**src/rtl/decoder_tx_encoder.sv**
```systemverilog
// decoder_tx_encoder: writes ASCII characters into the image SRAM as 3x3
// pixel tiles, one 4-bit word per pixel row at col, col+ROW_STRIDE and
// col+2*ROW_STRIDE, in the bit layout the 3-row image decoder reads back.
module decoder_tx_encoder #(
  parameter int SRAM_DATA_WIDTH = 4,
  parameter int SRAM_ADDR_WIDTH = 7,
  parameter int DATA_WIDTH      = 8,
  parameter int ROW_STRIDE      = 40
) (
  input  logic                       clk,
  input  logic                       rst,
  input  logic [DATA_WIDTH-1:0]      width,
  input  logic                       in_valid,
  output logic                       in_ready,
  input  logic [DATA_WIDTH-1:0]      in_char,
  input  logic                       in_mode,
  output logic                       SRAM_wen,
  output logic [SRAM_ADDR_WIDTH-1:0] SRAM_addr,
  output logic [SRAM_DATA_WIDTH-1:0] SRAM_wdata,
  output logic                       done
);

  typedef enum logic [2:0] {IDLE, WR0, WR1, WR2, DONE} state_t;

  state_t                     state, state_nx;
  logic [DATA_WIDTH-1:0]      col, col_nx;
  logic [DATA_WIDTH-1:0]      ncol;
  logic [DATA_WIDTH-1:0]      char_q;
  logic                       mode_q;
  logic                       last;
  logic                       accept;
  logic [SRAM_ADDR_WIDTH-1:0] col_addr;

  // Pixel row word {b2,b1,b0}; row 0 bit 0 carries the layout flag.
  function automatic logic [2:0] row_word(input logic [7:0] c, input logic m,
                                          input logic [1:0] r);
    logic [2:0] w;
    case ({m, r})
      3'b000:  w = {c[6], c[7], 1'b0};
      3'b001:  w = {c[3], c[4], c[5]};
      3'b010:  w = {c[0], c[1], c[2]};
      3'b100:  w = {c[2], c[5], 1'b1};
      3'b101:  w = {c[1], c[4], c[7]};
      3'b110:  w = {c[0], c[3], c[6]};
      default: w = 3'b000;
    endcase
    return w;
  endfunction

  assign ncol     = DATA_WIDTH'(width / 3);
  assign last     = (col == ncol - 1'b1);
  assign col_addr = SRAM_ADDR_WIDTH'(col);

  // State, column and latched character registers.
  always_ff @(posedge clk) begin
    if (rst) begin
      state  <= IDLE;
      col    <= '0;
      char_q <= '0;
      mode_q <= 1'b0;
    end else begin
      state <= state_nx;
      col   <= col_nx;
      if (accept) begin
        char_q <= in_char;
        mode_q <= in_mode;
      end
    end
  end

  // Handshake and next-state logic.
  always_comb begin
    in_ready = 1'b0;
    accept   = 1'b0;
    state_nx = state;
    col_nx   = col;
    case (state)
      IDLE: in_ready = (ncol != '0);
      WR2:  in_ready = !last;
      default: in_ready = 1'b0;
    endcase
    accept = in_valid && in_ready;
    case (state)
      IDLE: if (accept) state_nx = WR0;
      WR0:  state_nx = WR1;
      WR1:  state_nx = WR2;
      WR2: begin
        if (last) begin
          state_nx = DONE;
        end else begin
          col_nx   = col + 1'b1;
          state_nx = accept ? WR0 : IDLE;
        end
      end
      DONE: begin
        state_nx = IDLE;
        col_nx   = '0;
      end
      default: state_nx = IDLE;
    endcase
  end

  // SRAM write port and done pulse, decoded from the current state.
  always_comb begin
    SRAM_wen   = 1'b0;
    SRAM_addr  = '0;
    SRAM_wdata = '0;
    done       = 1'b0;
    case (state)
      WR0: begin
        SRAM_wen        = 1'b1;
        SRAM_addr       = col_addr;
        SRAM_wdata[2:0] = row_word(char_q[7:0], mode_q, 2'd0);
      end
      WR1: begin
        SRAM_wen        = 1'b1;
        SRAM_addr       = col_addr + SRAM_ADDR_WIDTH'(ROW_STRIDE);
        SRAM_wdata[2:0] = row_word(char_q[7:0], mode_q, 2'd1);
      end
      WR2: begin
        SRAM_wen        = 1'b1;
        SRAM_addr       = col_addr + SRAM_ADDR_WIDTH'(2 * ROW_STRIDE);
        SRAM_wdata[2:0] = row_word(char_q[7:0], mode_q, 2'd2);
      end
      DONE: done = 1'b1;
      default: done = 1'b0;
    endcase
  end

endmodule

```
**config.mk**
```make
export PLATFORM = sky130hd
export DESIGN_NAME = decoder_tx_encoder
export DESIGN_NICKNAME = d
export VERILOG_FILES = /design/src/rtl/decoder_tx_encoder.sv
export SDC_FILE = /design/constraint.sdc
export NUM_CORES = 1
export LEC_CHECK = 0
export ABC_AREA = 1
export BUFFER_PORTS_ARGS = -buffer_cell sky130_fd_sc_hd__buf_2
export CAP_MARGIN = 20
export CORE_MARGIN = 4
export CORE_UTILIZATION = 46
export CTS_BUF_LIST = sky130_fd_sc_hd__clkbuf_4
export CTS_CLUSTER_DIAMETER = 200
export CTS_CLUSTER_SIZE = 28
export DETAILED_ROUTE_END_ITERATION = 7
export GPL_ROUTABILITY_DRIVEN = 0
export PLACE_DENSITY = 0.67
export SYNTH_ARGS = -nofsm -noshare
export SYNTH_HDL_FRONTEND = slang
export SYNTH_SLANG_ARGS = --single-unit
```
**constraint.sdc**
```tcl
create_clock -name clk -period 10.95 [get_ports clk]
set_input_delay 1.095 -clock clk [delete_from_list [all_inputs] [get_ports clk]]
set_output_delay 1.095 -clock clk [all_outputs]
set_load 0.01 [all_outputs]
```
==> results.py <==
metrics = {
    "run_status": {
        "outcome": "finished clean",
    },
    "cts": {
        "post-cts-setup-buffer-count": 0,
        "cts_inserted_buffers": 3,
        "cts-hold-fix-buffers": 0,
        "deepest_level_of_the_cts_h_tree": 1,
        "insertion_delay_ns": 0.30,
        "clkSinkCount": 20,
        "post_cts.resized_instances": 0,
        "clk_transition_reported_paths_ns": 0.11,
        "max-clock-path-buffers": 2,
        "tritoncts": "yes",
        "root_buffer": "clkbuf_4",
    },
    "drt": {
        "average_routed_wire_per_standard_cell_um": 11.50,
        "drt_drc_violations_left": 0,
        "postRouteAntennaNets": 0,
        "detail_route.vias_per_cell": 5.215,
        "dr_total_vias": 2154,
        "detail_route.first_pass.iterations": 4,
        "wl_mm": 4.750,
        "detail_route.iter0.violations": 112,
    },
    "grt": {
        "global_route.usage.total_pct": 16.92,
        "grt_antenna_before_repair": 0,
        "gr-total-overflow": 0,
        "first_global_vias": 1964,
        "first_pass_grt_wire_length_mm": 8.583,
        "grt_start_max_net_pins": 21,
    },
    "power": {
        "power.net_switching_w": 0.0001250,
        "static-leakage-power_nw": 1.121,
        "clkPwrFrac_pct": 13.5,
        "p_int_w": 0.0001464,
        "switching_share_pct": 46.05,
        "vdd_ir_drop_max_v": 0.00006622,
        "power_per_cell_area_mw_per_mm2": 115.9,
        "p_comb_share_pct": 53.7,
        "share_seq_of_total_power_pct": 32.8,
    },
    "placement": {
        "place.port_buffers": 32,
        "dp.final_hpwl_mm": 3.815,
        "placed_cells_incl_taps": 409,
    },
    "setup_path": {
        "worst-path-max-fanout": 20,
        "length_in_cells_of_the_worst_reg_to_reg_path": 14,
        "cpMostUsedCell": "nand2_1",
        "critical_path_required_ns": 9.86,
        "worst_reg_to_reg_setup_slack_ns": 8.32,
        "critPathKind": "in2out",
        "cpPeakStageDelay_ns": 0.33,
        "cp_data_arrival_time_ns": 6.29,
        "timing.critical_path.slowest_stage_cell": "nand3_2",
        "cp-start-kind": "primary input",
        "worstReg2RegEnd": "state[0]$_SDFFE_PP0P_",
        "rr_startpoint": "col[5]$_SDFFE_PP0P_",
        "setup.worst_path.end_class": "output pin",
        "worst-path-buf-inv": 7,
        "worst_path_dominant_cell_family": "simple AND/OR/NAND/NOR gates",
    },
    "synth": {
        "synthCells": 336,
        "synth-edff-count": 0,
        "asyncSetResetFlopFracSynth_pct": 0,
        "syn-num-nets": 364,
        "syn-mean-instance-area_um2": 6.442,
        "netlist.area_leader.share_pct": 18.50,
        "most_used_flip_flop_cell_after_synthesis": "dfxtp_1",
        "post_synth_instance_area_mm2": 0.002165,
        "synth_cell_types": 41,
        "yosysWarningCount": 0,
        "post_synth_most_frequent_cells": "nand2_1, inv_1, nor2_1",
        "synthDominantAreaCellType": "dfxtp_1",
        "netlist_top_cells_area": "dfxtp_1, nand2_1, inv_1",
        "synth.most_common_cell": "nand2_1",
        "ys_seq_elements": 20,
        "ys_seq_area_share_pct": 18.50,
    },
    "timing": {
        "timing.setup.tns_ns": 0,
        "setup_viol": 0,
        "timing.final.crit_period_ns": 7.380,
        "finalHoldViolations": 0,
        "grt_setup_unrepaired": "false",
        "clock_skew_ns": 0.003333,
        "maxClockFrequency_mhz": 135.5,
        "final_min_period_over_clock_period_pct": 67.40,
        "maxSlewViolCount": 0,
    },
    "run": {
        "max_cap_viol_count": 0,
    },
    "min_path": {
        "min_delay_worst_endpoint": "char_q[4]$_SDFFE_PP0P_",
        "hold_depth": 2,
        "hold_class": "reg2reg",
        "hold_path.startpoint": "char_q[4]$_SDFFE_PP0P_",
    },
    "finish": {
        "area_of_the_multi_input_gates_mm2": 0.001516,
        "area_growth_from_synthesis_to_layout_pct": 8.208,
        "area.sequential_um2": 400.4,
        "layout.nets": 390,
        "antenna_cells": 0,
        "finish.utilization_pct": 52.70,
        "drive_above_1_share_pct": 19.11,
        "layoutNonFillerInstCount": 413,
        "filler_cell_count": 466,
    },
    "floorplanning": {
        "die_w_um": 76.60,
        "start_util_pct": 48.70,
        "core_area_mm2": 0.004444,
        "floorplan.io_pins": 34,
        "fp-row-count": 24,
        "fp.dieArea_mm2": 0.005867,
        "floorplan.die.height_um": 76.60,
    },
}
registers in the layout, indices dropped and copies added, names as in the netlist:
register,count
char_q,8
col,8
mode_q,1
state,3
layer usage:
metal  wire (um)  vias up  global-route usage, %
li1            -     1149                      -
met1        2262      947                  21.67
met2        2174       54                  29.70
met3         272        4                  2.600
met4          40        0                  3.804
met5           0        -                      0
worst min-delay path, delay by kind of cell, from the launching register on:
kind / cells / cell delay [ns]
flip-flops: 1 / 0.35
AND/OR/NAND/NOR: 1 / 0.08
AO/OA/AOI/OAI: 1 / 0.04
layout make-up:
class                      count  share of cell area [%]
sequential                    20                   17.09
tap                           52                   2.778
inverter                      46                   7.425
clock buffer                   3                  0.9615
clock inverter                 1                  0.1603
timing repair buffer          32                   6.838
multi-input combinational    259                   64.74
cells in the final DEF, fill, tap and decap left out, types with 2 or more instances in the layout:
cell type	n
buf_2	32
nor2_2	4
nand3b_1	12
inv_1	41
nand2_2	8
nor3_1	3
xnor2_1	6
o211ai_1	5
a21oi_1	21
o21ai_0	6
o21ai_1	2
nand3_2	7
mux2i_1	3
nor2_1	39
xor2_1	9
inv_2	4
dfxtp_1	20
nand2_1	72
clkbuf_4	3
nand4_1	11
nand3_4	4
nand3_1	24
ha_1	8
how the worst max path moves through the flow:
stage               end  depth (start not counted)  slack [ns]  startpoint
2_1_floorplan  in_ready                         41        4.45    width[6]
3_3_place_gp   in_ready                         38        3.67    width[6]
3_5_place_dp   in_ready                         38        3.54    width[6]
4_1_cts        in_ready                         38        3.55    width[6]
5_1_grt        in_ready                         38        3.09    width[6]
6_report       in_ready                         38        3.57    width[6]
power by group through the flow:
stage          clock network [W]  logic [W]  registers (W)
6_report               0.0000367   0.000146      0.0000890
2_1_floorplan                  0   0.000124      0.0000872
4_1_cts                0.0000378   0.000147      0.0000890
3_3_place_gp                   0   0.000145      0.0000904
3_5_place_dp                   0   0.000146      0.0000906
5_1_grt                0.0000415   0.000168      0.0000905
stage by stage:
stage / hold slack (ns) / worst slack, ns / power [W] / cell area, um2
after global routing: 0.5530 / 3.088 / 0.0002999 / 2342
after CTS: 0.5032 / 3.545 / 0.0002736 / 2342
after global placement: 0.4611 / 3.667 / 0.0002357 / 2316
after detailed placement: 0.4748 / 3.542 / 0.0002369 / 2316
after floorplan: 0.4516 / 4.449 / 0.0002109 / 2165
final: 0.4982 / 3.570 / 0.0002714 / 2342
cells by family (layout without fill, tap and decap cells):
| group | Yosys count | in the layout | share of synthesized area [%] |
|---|---|---|---|
| DFF | 20 | 20 | 18.50 |
| and+or+nand+nor | 189 | 189 | 45.38 |
| buffers and inverters | 57 | 82 | 11.44 |
| adders and majority gates | 8 | 8 | 4.624 |
| muxes | 4 | 4 | 1.908 |
| AOI/OAI and AO/OA | 42 | 42 | 11.91 |
| other | 1 | 1 | 0.1732 |
| xor gates and xnor gates | 15 | 15 | 6.070 |
Power figures use the tool's default switching activity.
